`config.mk`:
```
export PLATFORM = sky130hd
export DESIGN_NAME = seg_scan_ctrl
export DESIGN_NICKNAME = d
export VERILOG_FILES = /design/src/rtl/seg_scan_ctrl.sv
export SDC_FILE = /design/constraint.sdc
export NUM_CORES = 1
export LEC_CHECK = 0
export BUFFER_PORTS_ARGS = -buffer_cell sky130_fd_sc_hd__buf_2
export CORE_MARGIN = 2
export CORE_UTILIZATION = 62
export DETAILED_ROUTE_END_ITERATION = 12
export PLACE_DENSITY = 0.84
export SLEW_MARGIN = 40
export SYNTH_ARGS = -nofsm -noshare
export SYNTH_HDL_FRONTEND = slang
export SYNTH_SLANG_ARGS = --single-unit
```
`constraint.sdc`:
```
create_clock -name clk -period 4.95 [get_ports clk]
set_input_delay 0.99 -clock clk [delete_from_list [all_inputs] [get_ports clk]]
set_output_delay 0.99 -clock clk [all_outputs]
set_load 0.02 [all_outputs]
```
`src/rtl/seg_scan_ctrl.sv`:
```
// rtl/seg_scan_ctrl.sv - time-multiplexed 7-segment scan controller with double-buffered display values
module seg_scan_ctrl #(
   parameter int DIGITS    = 4,
   parameter int SCAN_DIV  = 100000,
   parameter int BLANK_CYC = 8
) (
   input  logic                  clk,
   input  logic                  rst,
   input  logic [4*DIGITS-1:0]   data_in,
   input  logic [DIGITS-1:0]     point_in,
   input  logic [DIGITS-1:0]     en_in,
   input  logic                  load,
   input  logic                  lz_sup,
   output logic                  pending,
   output logic                  frame_done,
   output logic [DIGITS-1:0]     an,
   output logic [3:0]            dec_data,
   output logic                  dec_point,
   output logic                  dec_LE
);

   localparam int MAXC = (SCAN_DIV > BLANK_CYC) ? SCAN_DIV : BLANK_CYC;
   localparam int CW   = (MAXC > 1) ? $clog2(MAXC) : 1;
   localparam int IW   = $clog2(DIGITS);

   typedef enum logic {BLANK, SHOW} state_t;

   state_t                state;
   logic [CW-1:0]         cnt;
   logic [IW-1:0]         idx;
   logic                  vis_q;

   logic [4*DIGITS-1:0]   pb_d, ab_d;
   logic [DIGITS-1:0]     pb_p, ab_p;
   logic [DIGITS-1:0]     pb_e, ab_e;

   logic                  blank_end, show_end, wrap, commit;
   logic [IW-1:0]         idx_nx;
   logic [4*DIGITS-1:0]   ab_d_nx;
   logic [DIGITS-1:0]     ab_p_nx, ab_e_nx;
   logic [DIGITS-1:0]     tail_zero;
   logic                  supp_nx, vis_nx, run;

   assign blank_end = (state == BLANK) && (cnt == CW'(BLANK_CYC - 1));
   assign show_end  = (state == SHOW)  && (cnt == CW'(SCAN_DIV - 1));
   assign wrap      = show_end && (idx == IW'(DIGITS - 1));
   assign commit    = wrap && pending;
   assign idx_nx    = wrap ? '0 : idx + IW'(1);

   // Values the next BLANK window will see, including a commit on the same edge
   assign ab_d_nx   = commit ? pb_d : ab_d;
   assign ab_p_nx   = commit ? pb_p : ab_p;
   assign ab_e_nx   = commit ? pb_e : ab_e;

   always_comb begin
      tail_zero = '0;
      run       = 1'b1;
      for (int i = DIGITS - 1; i >= 0; i--) begin
         run          = run & (ab_d_nx[4*i +: 4] == 4'd0);
         tail_zero[i] = run;
      end
   end

   assign supp_nx = lz_sup && (idx_nx != '0) && tail_zero[idx_nx];
   assign vis_nx  = ab_e_nx[idx_nx] && !supp_nx;

   always_ff @(posedge clk) begin
      if (rst) begin
         state      <= BLANK;
         cnt        <= '0;
         idx        <= '0;
         vis_q      <= 1'b0;
         pb_d       <= '0;
         pb_p       <= '0;
         pb_e       <= '0;
         ab_d       <= '0;
         ab_p       <= '0;
         ab_e       <= '0;
         pending    <= 1'b0;
         frame_done <= 1'b0;
         an         <= '1;
         dec_data   <= 4'd0;
         dec_point  <= 1'b0;
         dec_LE     <= 1'b0;
      end else begin
         frame_done <= wrap;

         if (load) begin
            pb_d    <= data_in;
            pb_p    <= point_in;
            pb_e    <= en_in;
            pending <= 1'b1;
         end else if (wrap) begin
            pending <= 1'b0;
         end

         if (commit) begin
            ab_d <= pb_d;
            ab_p <= pb_p;
            ab_e <= pb_e;
         end

         case (state)
            BLANK: begin
               if (blank_end) begin
                  state  <= SHOW;
                  cnt    <= '0;
                  an     <= vis_q ? ~(DIGITS'(1) << idx) : '1;
                  dec_LE <= vis_q;
               end else begin
                  cnt <= cnt + CW'(1);
               end
            end
            SHOW: begin
               if (show_end) begin
                  // Decoder inputs settle during the dark window before the anode turns on
                  state     <= BLANK;
                  cnt       <= '0;
                  idx       <= idx_nx;
                  an        <= '1;
                  dec_LE    <= 1'b0;
                  dec_data  <= ab_d_nx[{idx_nx, 2'b00} +: 4];
                  dec_point <= ab_p_nx[idx_nx] && !supp_nx;
                  vis_q     <= vis_nx;
               end else begin
                  cnt <= cnt + CW'(1);
               end
            end
            default: state <= BLANK;
         endcase
      end
   end

endmodule

```
==> reports/qor.yml, run 1 <==
max_slew_margin: 0.5118
dpl.hpwl_mm: 5.077
yosysWarnings: 0
rows: 27
mostFrequentLayoutCell: "dfxtp_1"
postCtsSetupBuffers: 0
port_buffers: 39
cts_root_buffer: "clkbuf_8"
synth_edf_count: 0
core_area_um2: 5574
syn_area_um2: 3606
hold_path_class: "flip-flop to flip-flop"
ys_seq_elements: 81
rsz0062_at_grt: "no"
grt_pass1_vias: 2897
grt_first_pass_wirelength_mm: 13.06
path_class: "flip-flop to flip-flop"
status: "completed"
finClkSkew_ns: 0.008693
drtPass1Iterations: 4
cp.required_ns: 5.19
final_nets: 488
die_area_um2: 6442
tns_ns: 0
grt_use_total: 0.2590
arrival_ns: 2.79
fmax_mhz: 392.5
hold_buffers: 0
ant_nets: 0
finalCritPeriodShare: 0.5147
powerDensity_nw_per_um2: 325.5
area_delta_synth_final_pct: 12.18
dieWidth_um: 80.27
htreeDepth: 3
start_kind: "flip-flop"
tightest_slew_ns: 0.7322
wl_per_cell_um: 14.21
setup_slack_ns: 2.402
overflow: 0
cts_sinks: 81
die_h_um: 80.27
gp_congestion: 0.8323
post-route-drc-count: 0
cts_buffer_depth: 2
tritoncts: "yes"
initial_core_util: 0.6469
vias: 3035
wl_mm: 7.545
layout-drive-gt1-share: 0.1373
max-cap-violations: 0
antenna_found_initial: 0
end_kind: "flip-flop"
power.leakage_nw: 1.585
insertedDiodeCount: 0
insertion_delay_ns: 0.35
netlist_instances: 426
synth.avg_cell_area_um2: 8.465
grt_max_degree: 66
path_max_fanout: 28
power.total_w: 0.001317
drv_slew: 0
synth.distinct_cells: 40
syn-num-nets: 460
drt_iter0_markers: 219
ctsResizeCount: 0
synth_ff_type: "dfxtp_1"
async_reset_ff_frac: 0
synth_seq_area_share: 0.4497
final_cell_mix: "dfxtp_1 (81), nand2_1 (73), nor2_1 (62)"
setup_viol: 0
period_minus_slack_ns: 2.548
ios: 40
ir_worst_vdd_mv: 0.2304
pre_cts_slack_ns: 2.228
vias_per_cell: 5.716
hold_viol_final: 0
numCtsBuffers: 9
utilization: 0.7257
clk_pin_slew_ns: 0.08
## power breakdown
part	switching, W	total, W	internal, W
clock	0.000232	0.000580	0.000348
sequential	0.0000131	0.000679	0.000666
combinational	0.0000306	0.0000576	0.0000270
total	0.000276	0.00132	0.00104
## synth_stat cells (5+ instances only)
cell,n,share of area
xor2_1,8,0.019
nor3_1,9,0.012
nand4_1,6,0.010
buf_2,5,0.0069
mux2i_1,38,0.11
nand3_1,5,0.0069
a21oi_1,38,0.053
clkbuf_1,15,0.016
nand2_1,73,0.076
and2_1,5,0.0087
nor2_1,62,0.065
and3_1,10,0.017
xnor2_1,6,0.015
dfxtp_1,81,0.45
ha_1,6,0.021
nand2b_1,8,0.014
## sequential cells by signal (all words and copies together) (netlist names), 2 cells and up
signal	count
ab_d	16
pb_d	16
idx	2
an	4
dec_data	4
ab_p	4
pb_e	4
pb_p	4
ab_e	4
cnt	17
## worst max-delay path, cell delays in order (launching register included)
cell	delay, ns
dfxtp_1	0.51
inv_1	0.12
ha_2	0.65
or3b_2	0.52
o41ai_1	0.10
nand4b_1	0.14
mux2i_1	0.16
a211o_1	0.16
o31ai_1	0.08
## final cells by class
type | count | area [um^2]
inverters | 3 | 11.26
flip-flops and latches | 81 | 1622
multi-input cells | 319 | 1873
clock buffers | 11 | 141.4
clock inverters | 5 | 102.6
repair buffers | 40 | 205.2
fillers | 450 | 1529
well taps | 72 | 90.09
## per-layer routing
metal	share of wire	track usage	vias to the layer above
met2	0.47	0.4042	87
met3	0.055	0.05281	19
met1	0.45	0.3419	1407
met4	0.021	0.1254	0
met5	0	0	-
li1	-	-	1522
## cell families after synthesis
| group | after synthesis | synth area share |
|---|---|---|
| simple gates | 201 | 0.2592 |
| flops | 81 | 0.4497 |
| compound gates | 60 | 0.09889 |
| mux | 38 | 0.1055 |
| buf+inv | 26 | 0.03192 |
| xor+xnor | 14 | 0.03400 |
| fa+ha+maj | 6 | 0.02082 |
## through the flow
stage | instance area [um^2] | hold WS [ns] | std cells
CTS | 4043 | 0.4547 | 531
global placement | 3795 | 0.4312 | 515
detailed placement | 3799 | 0.4431 | 515
finish | 4045 | 0.4528 | 531
floorplan | 3606 | 0.4171 | 426
global route | 4045 | 0.4838 | 531
## worst paths after layout
| check | cells past startpoint | slack [ns] | startpoint | to |
|---|---|---|---|---|
| setup / recovery | 8 | 2.40 | idx[0] | vis_q |
| hold / removal | 1 | 0.45 | cnt[0] | cnt[0] |
| setup reg to reg | 8 | 2.40 | idx[0] | vis_q |
| hold reg to reg | 1 | 0.45 | cnt[0] | cnt[0] |
Power figures use the tool's default switching activity.
==> inputs of run 2 (changes only) <==
Settings changed: CORE_UTILIZATION 62 to 52, PLACE_DENSITY 0.84 to 0.75.
Clock period 4.95 ns to 2.13 ns, I/O delays scaled along.
==> run 2 against run 1 <==
- fmax up 26%
- register-to-register slack worse by 2.3 ns
- highest routed layer unchanged
- critical endpoint unchanged
- flip-flop and latch count unchanged
- critical path depth down 1
- largest power group unchanged
- die area up 18%
==> reports/qor.yml, run 2 (synthesized netlist as in run 1, its figures left out) <==
power.total_w: 0.002861  # was 0.001317 W
cts_root_buffer: "clkbuf_8"  # unchanged
end_kind: "flip-flop"  # unchanged
dieWidth_um: 87.28  # was 80.27 um
dpl.hpwl_mm: 5.386  # was 5.077 mm
die_h_um: 87.28  # was 80.27 um
insertedDiodeCount: 0  # unchanged
finClkSkew_ns: 0.01210  # was 0.008693 ns
crit_chain: "ha_2 -> and4_4 -> and4_4 -> and3_2 -> o31ai_1 -> a211o_1 -> o31ai_1"  # was inv_1 -> ha_2 -> or3b_2 -> o41ai_1 -> nand4b_1 -> mux2i_1 -> a211o_1 -> o31ai_1
cts_sinks: 81  # unchanged
vias_per_cell: 5.482  # was 5.716
finalCritPeriodShare: 0.9477  # was 0.5147
grt_max_degree: 29  # was 66
status: "completed"  # unchanged
post-route-drc-count: 0  # unchanged
grt_pass1_vias: 2764  # was 2897
cts_buffer_depth: 2  # unchanged
htreeDepth: 3  # unchanged
area_delta_synth_final_pct: 14.68  # was 12.18%
period_minus_slack_ns: 2.019  # was 2.548 ns
overflow: 0  # unchanged
powerDensity_nw_per_um2: 691.8  # was 325.5 nW/um^2
port_buffers: 39  # unchanged
path_max_fanout: 5  # was 28
fmax_mhz: 495.4  # was 392.5 MHz
tns_ns: 0  # unchanged
final_nets: 499  # was 488
largest_reg_flops: 17  # unchanged
final_cell_mix: "dfxtp_1 (79), nand2_1 (73), nor2_1 (62)"  # was dfxtp_1 (81), nand2_1 (73), nor2_1 (62)
drt_iter0_markers: 168  # was 219
drtPass1Iterations: 5  # was 4
max_slew_margin: 0.5192  # was 0.5118
max-cap-violations: 0  # unchanged
hold_buffers: 0  # unchanged
utilization: 0.6120  # was 0.7257
m1WireLength_mm: 3.626  # was 3.388 mm
gp_congestion: 0.8199  # was 0.8323
tritoncts: "yes"  # unchanged
arrival_ns: 2.30  # was 2.79 ns
clk_pin_slew_ns: 0.09  # was 0.08 ns
insertion_delay_ns: 0.36  # was 0.35 ns
path_class: "flip-flop to flip-flop"  # unchanged
start_kind: "flip-flop"  # unchanged
grt_first_pass_wirelength_mm: 13.25  # was 13.06 mm
cpMaxStageDelayCell: "dfxtp_1"  # was ha_2
power.leakage_nw: 1.630  # was 1.585 nW
placed_area_um2: 3913  # was 3799 um^2
wl_met2_mm: 3.668  # was 3.582 mm
wl_mm: 7.674  # was 7.545 mm
reg2regPathDepth: 7  # was 8
worst-path-buf-inv: 0  # was 1
hp-start: "en_in[1]"  # was cnt[0]
rows: 30  # was 27
routed.top_layer: "met4"  # unchanged
ir_worst_vdd_mv: 0.3922  # was 0.2304 mV
mostFrequentLayoutCell: "dfxtp_1"  # unchanged
wl_per_cell_um: 13.95  # was 14.21 um
antenna_found_initial: 0  # unchanged
ios: 40  # unchanged
ant_nets: 0  # unchanged
holdPathStages: 3  # was 1
fin_hold_ws_ns: 0.2986  # was 0.4528 ns
cp.required_ns: 2.41  # was 5.19 ns
rsz0062_at_grt: "no"  # unchanged
hold_path_class: "input pin to flip-flop"  # was flip-flop to flip-flop
reg_top3: "cnt x17, ab_d x16, pb_d x16"  # unchanged
regMostFlops: "cnt"  # unchanged
r2r-start: "cnt[0]"  # was idx[0]
drv_slew: 0  # unchanged
fin_area_um2: 4135  # was 4045 um^2
numCtsBuffers: 9  # unchanged
max_stage_delay_ns: 0.36  # was 0.65 ns
r2r-end: "vis_q"  # unchanged
wl_met3_um: 345  # was 418 um
hold_end: "pb_e[1]"  # was cnt[0]
core_area_um2: 6756  # was 5574 um^2
initial_core_util: 0.5337  # was 0.6469
vias: 3015  # was 3035
rrSetupSlack_ns: 0.11  # was 2.40 ns
setup_viol: 0  # unchanged
layout-drive-gt1-share: 0.1702  # was 0.1373
die_area_um2: 7617  # was 6442 um^2
hold_viol_final: 0  # unchanged
grt_use_total: 0.2218  # was 0.2590
tightest_slew_ns: 0.7212  # was 0.7322 ns
cpLargestDelayFamily: "simple AND/OR/NAND/NOR gates"  # unchanged
==> run 2: cell count changes in the layout (fill, tap and decap cells not counted), moves of 2 or more <==
cell,previous run,this run
and4_1,3,1
dfxtp_1,81,79
buf_12,0,2
bufinv_16,3,1
buf_4,2,10
dfxtp_2,0,2
==> run 2: tightest hold or removal path: stages <==
cell     delay (ns)
buf_2          0.07
mux2i_1        0.05
nor2_1         0.07
==> run 2: power by group <==
group | switching, W | internal, W
logic | 0.0000716 | 0.0000697
registers | 0.0000328 | 0.00155
clock network | 0.000587 | 0.000553
total | 0.000692 | 0.00217
==> run 2: final cells by class <==
class	count	area (um^2)
inverters	3	11.26
clock inverters	7	78.83
clock buffers	9	123.9
repair buffers	51	310.3
multi-input cells	319	1887
fillers	613	2621
flip-flops and latches	81	1624
well taps	80	100.1
==> run 2: metal layers <==
layer  GRT usage  vias up
met1      0.2939     1404
li1            -     1540
met3     0.06540        2
met5           0        -
met4     0.05455        0
met2      0.3561       69
==> run 2: stage by stage <==
step / setup slack [ns] / instances
final: 0.1115 / 550
after global routing: 0.001573 / 550
after CTS: 0.03943 / 550
after detailed placement: 0.01494 / 534
after global placement: 0.08312 / 534
after floorplan: 0.02643 / 426
==> run 2: worst max path at each step <==
| stage | start | end | slack (ns) | depth (start not counted) |
|---|---|---|---|---|
| 2_1_floorplan | idx[0] | vis_q | 0.03 | 9 |
| 3_3_place_gp | cnt[0] | dec_data[0] | 0.08 | 7 |
| 3_5_place_dp | cnt[0] | dec_data[1] | 0.01 | 7 |
| 4_1_cts | cnt[0] | vis_q | 0.04 | 7 |
| 5_1_grt | cnt[0] | vis_q | 0.002 | 7 |
| 6_report | cnt[0] | vis_q | 0.11 | 7 |
==> run 2: repair_timing <==
| item | in CTS | in global routing |
|---|---|---|
| buffers inserted | 0 | 0 |
| resized for setup | 1 | 8 |
| setup endpoints to repair | 1 | 6 |
==> inputs of run 3 (changes only) <==
--- a/config.mk
+++ b/config.mk
@@ -10,5 +10,5 @@
 export CORE_UTILIZATION = 52
 export DETAILED_ROUTE_END_ITERATION = 12
-export PLACE_DENSITY = 0.75
+export PLACE_DENSITY = 0.86
 export SLEW_MARGIN = 40
 export SYNTH_ARGS = -nofsm -noshare
==> constraint.sdc (replaced) <==
create_clock -name clk -period 2.13 [get_ports clk]
set_input_delay 0.1065 -clock clk [delete_from_list [all_inputs] [get_ports clk]]
set_output_delay 0.1065 -clock clk [all_outputs]
set_load 0.02 [all_outputs]
==> run 3 against run 2 <==
- core utilization increased by 3.7 points
- routed wire length increased by 12%
- setup slack got worse by 0.029 ns
- register-to-register slack worse by 0.03 ns
- global-route usage grew 1.4 points
- sequential share of layout area down 2.2 points
- first-iteration DRC count is 15% lower
- power fell by 1.2%
==> reports/qor.yml, run 3 (synthesized netlist as in run 1, its figures left out) <==
final_cell_mix: "dfxtp_1 (80), nand2_1 (73), nor2_1 (62)"  # was dfxtp_1 (79), nand2_1 (73), nor2_1 (62)
arrival_ns: 2.33  # was 2.30 ns
gp_congestion: 0.8403  # was 0.8199
port_buffers: 39  # unchanged
largest_reg_flops: 17  # unchanged
powerDensity_nw_per_um2: 644.8  # was 691.8 nW/um^2
max_slew_margin: 0.5319  # was 0.5192
ir_worst_vdd_mv: 0.6174  # was 0.3922 mV
grt_first_pass_wirelength_mm: 14.18  # was 13.25 mm
cts_root_buffer: "clkbuf_8"  # unchanged
rows: 30  # unchanged
ant_nets: 0  # unchanged
path_max_fanout: 5  # unchanged
path_class: "flip-flop to flip-flop"  # unchanged
initial_core_util: 0.5337  # unchanged
dieWidth_um: 87.28  # unchanged
drv_slew: 0  # unchanged
mostFrequentLayoutCell: "dfxtp_1"  # unchanged
hold_viol_final: 0  # unchanged
tightest_slew_ns: 0.7022  # was 0.7212 ns
switching_share: 0.2614  # was 0.2417
max-cap-violations: 0  # unchanged
tritoncts: "yes"  # unchanged
combPwrFrac: 0.063  # was 0.049
clk_pin_slew_ns: 0.09  # about the same
internal_power_w: 0.002087  # was 0.002169 W
period_minus_slack_ns: 2.048  # was 2.019 ns
tns_ns: 0  # unchanged
antenna_found_initial: 0  # unchanged
pwr-share-seq: 0.559  # was 0.552
p_switching_w: 0.0007387  # was 0.0006915 W
cts_buffer_depth: 2  # unchanged
dpl.hpwl_mm: 5.433  # was 5.386 mm
area_delta_synth_final_pct: 21.55  # was 14.68%
fin_hold_ws_ns: 0.03815  # was 0.2986 ns
hold_end: "pb_d[15]"  # was pb_e[1]
core_area_um2: 6756  # unchanged
layout-drive-gt1-share: 0.1690  # was 0.1702
crit_chain: "ha_2 -> and4_4 -> and4_4 -> and3_4 -> o31ai_1 -> a211o_1 -> o31ai_1"  # was ha_2 -> and4_4 -> and4_4 -> and3_2 -> o31ai_1 -> a211o_1 -> o31ai_1
nFillCells: 560  # was 613
cpLargestDelayFamily: "simple AND/OR/NAND/NOR gates"  # unchanged
grt_max_degree: 31  # was 29
power_frac_clock: 0.378  # was 0.399
vias_per_cell: 5.612  # was 5.482
regMostFlops: "cnt"  # unchanged
rrSetupSlack_ns: 0.08  # was 0.11 ns
r2r-end: "vis_q"  # unchanged
finClkSkew_ns: 0.01337  # was 0.01210 ns
holdPathStages: 3  # unchanged
wl_per_cell_um: 14.92  # was 13.95 um
hp-start: "data_in[15]"  # was en_in[1]
htreeDepth: 3  # unchanged
end_kind: "flip-flop"  # unchanged
drtPass1Iterations: 4  # was 5
wl_mm: 8.606  # was 7.674 mm
grt_use_total: 0.2357  # was 0.2218
cpMaxStageDelayCell: "dfxtp_1"  # unchanged
utilization: 0.6487  # was 0.6120
pre_cts_slack_ns: -0.01372  # was 0.01494 ns
power.leakage_nw: 1.743  # was 1.630 nW
numCtsBuffers: 9  # unchanged
post-route-drc-count: 0  # unchanged
overflow: 0  # unchanged
drt_iter0_markers: 143  # was 168
final_nets: 526  # was 499
setup_viol: 0  # unchanged
reg_top3: "cnt x17, ab_d x16, pb_d x16"  # unchanged
die_h_um: 87.28  # unchanged
cts_sinks: 81  # unchanged
finalCritPeriodShare: 0.9614  # was 0.9477
ios: 40  # unchanged
vias: 3238  # was 3015
cp.required_ns: 2.41  # about the same
start_kind: "flip-flop"  # unchanged
worst-path-buf-inv: 0  # unchanged
die_area_um2: 7617  # unchanged
insertedDiodeCount: 0  # unchanged
reg2regPathDepth: 7  # unchanged
grt_pass1_vias: 3093  # was 2764
status: "completed"  # unchanged
hold_path_class: "input pin to flip-flop"  # unchanged
power.total_w: 0.002826  # was 0.002861 W
setup_slack_ns: 0.08221  # was 0.1115 ns
insertion_delay_ns: 0.37  # was 0.36 ns
r2r-start: "cnt[0]"  # unchanged
max_stage_delay_ns: 0.37  # was 0.36 ns
fmax_mhz: 488.3  # was 495.4 MHz
run 3: worst max path at each step:
stage                 from     endpoint  slack, ns  depth (start not counted)
floorplan           idx[0]        vis_q       0.03                          9
global placement    cnt[0]  dec_data[1]       0.09                          7
detailed placement  cnt[0]  dec_data[1]      -0.01                          7
CTS                 cnt[0]        vis_q       0.02                          7
global route        cnt[5]        vis_q      -0.04                          6
finish              cnt[0]        vis_q       0.08                          7
run 3: what timing repair did:
item                       in CTS  in global routing
hold endpoints to repair       23                  0
buffers inserted                0                  3
hold buffers                   23                  0
cloned                          0                  1
pin swaps                       0                  1
gates resized for setup         1                 10
setup endpoints to repair       4                  4
run 3: per-layer routing:
layer,vias to the layer above,track usage,part of all wire
li1,1590,-,-
met1,1523,0.2846,0.43
met2,112,0.4036,0.50
met3,13,0.07109,0.059
met4,0,0.06993,0.013
met5,-,0,0
run 3: power groups by stage:
stage | Sequential, W | Clock (W) | Combinational [W]
after floorplan | 0.00160 | 0 | 0.0000953
after detailed placement | 0.00161 | 0 | 0.000140
after CTS | 0.00158 | 0.00109 | 0.000173
final | 0.00158 | 0.00107 | 0.000178
after global placement | 0.00161 | 0 | 0.000134
after global routing | 0.00158 | 0.00116 | 0.000195
run 3: area by class of cell:
cell class / instances / area (um^2) / share of cell area
multi-input cells: 320 / 1913 / 0.4365
flip-flops and latches: 81 / 1623 / 0.3703
repair buffers: 77 / 550.5 / 0.1256
clock buffers: 9 / 123.9 / 0.02826
well taps: 80 / 100.1 / 0.02284
clock inverters: 7 / 61.31 / 0.01399
inverters: 3 / 11.26 / 0.002569
run 3: worst min-delay path: cells and delay by family:
| kind | cells | cell delay (ns) |
|---|---|---|
| buf+inv | 1 | 0.08 |
| mux | 1 | 0.06 |
| simple gates | 1 | 0.12 |
run 3: stage by stage:
stage | instance area [um^2] | cells
final | 4383 | 577
after detailed placement | 3900 | 534
after global placement | 3900 | 534
after floorplan | 3606 | 426
after CTS | 4324 | 573
after global routing | 4383 | 577
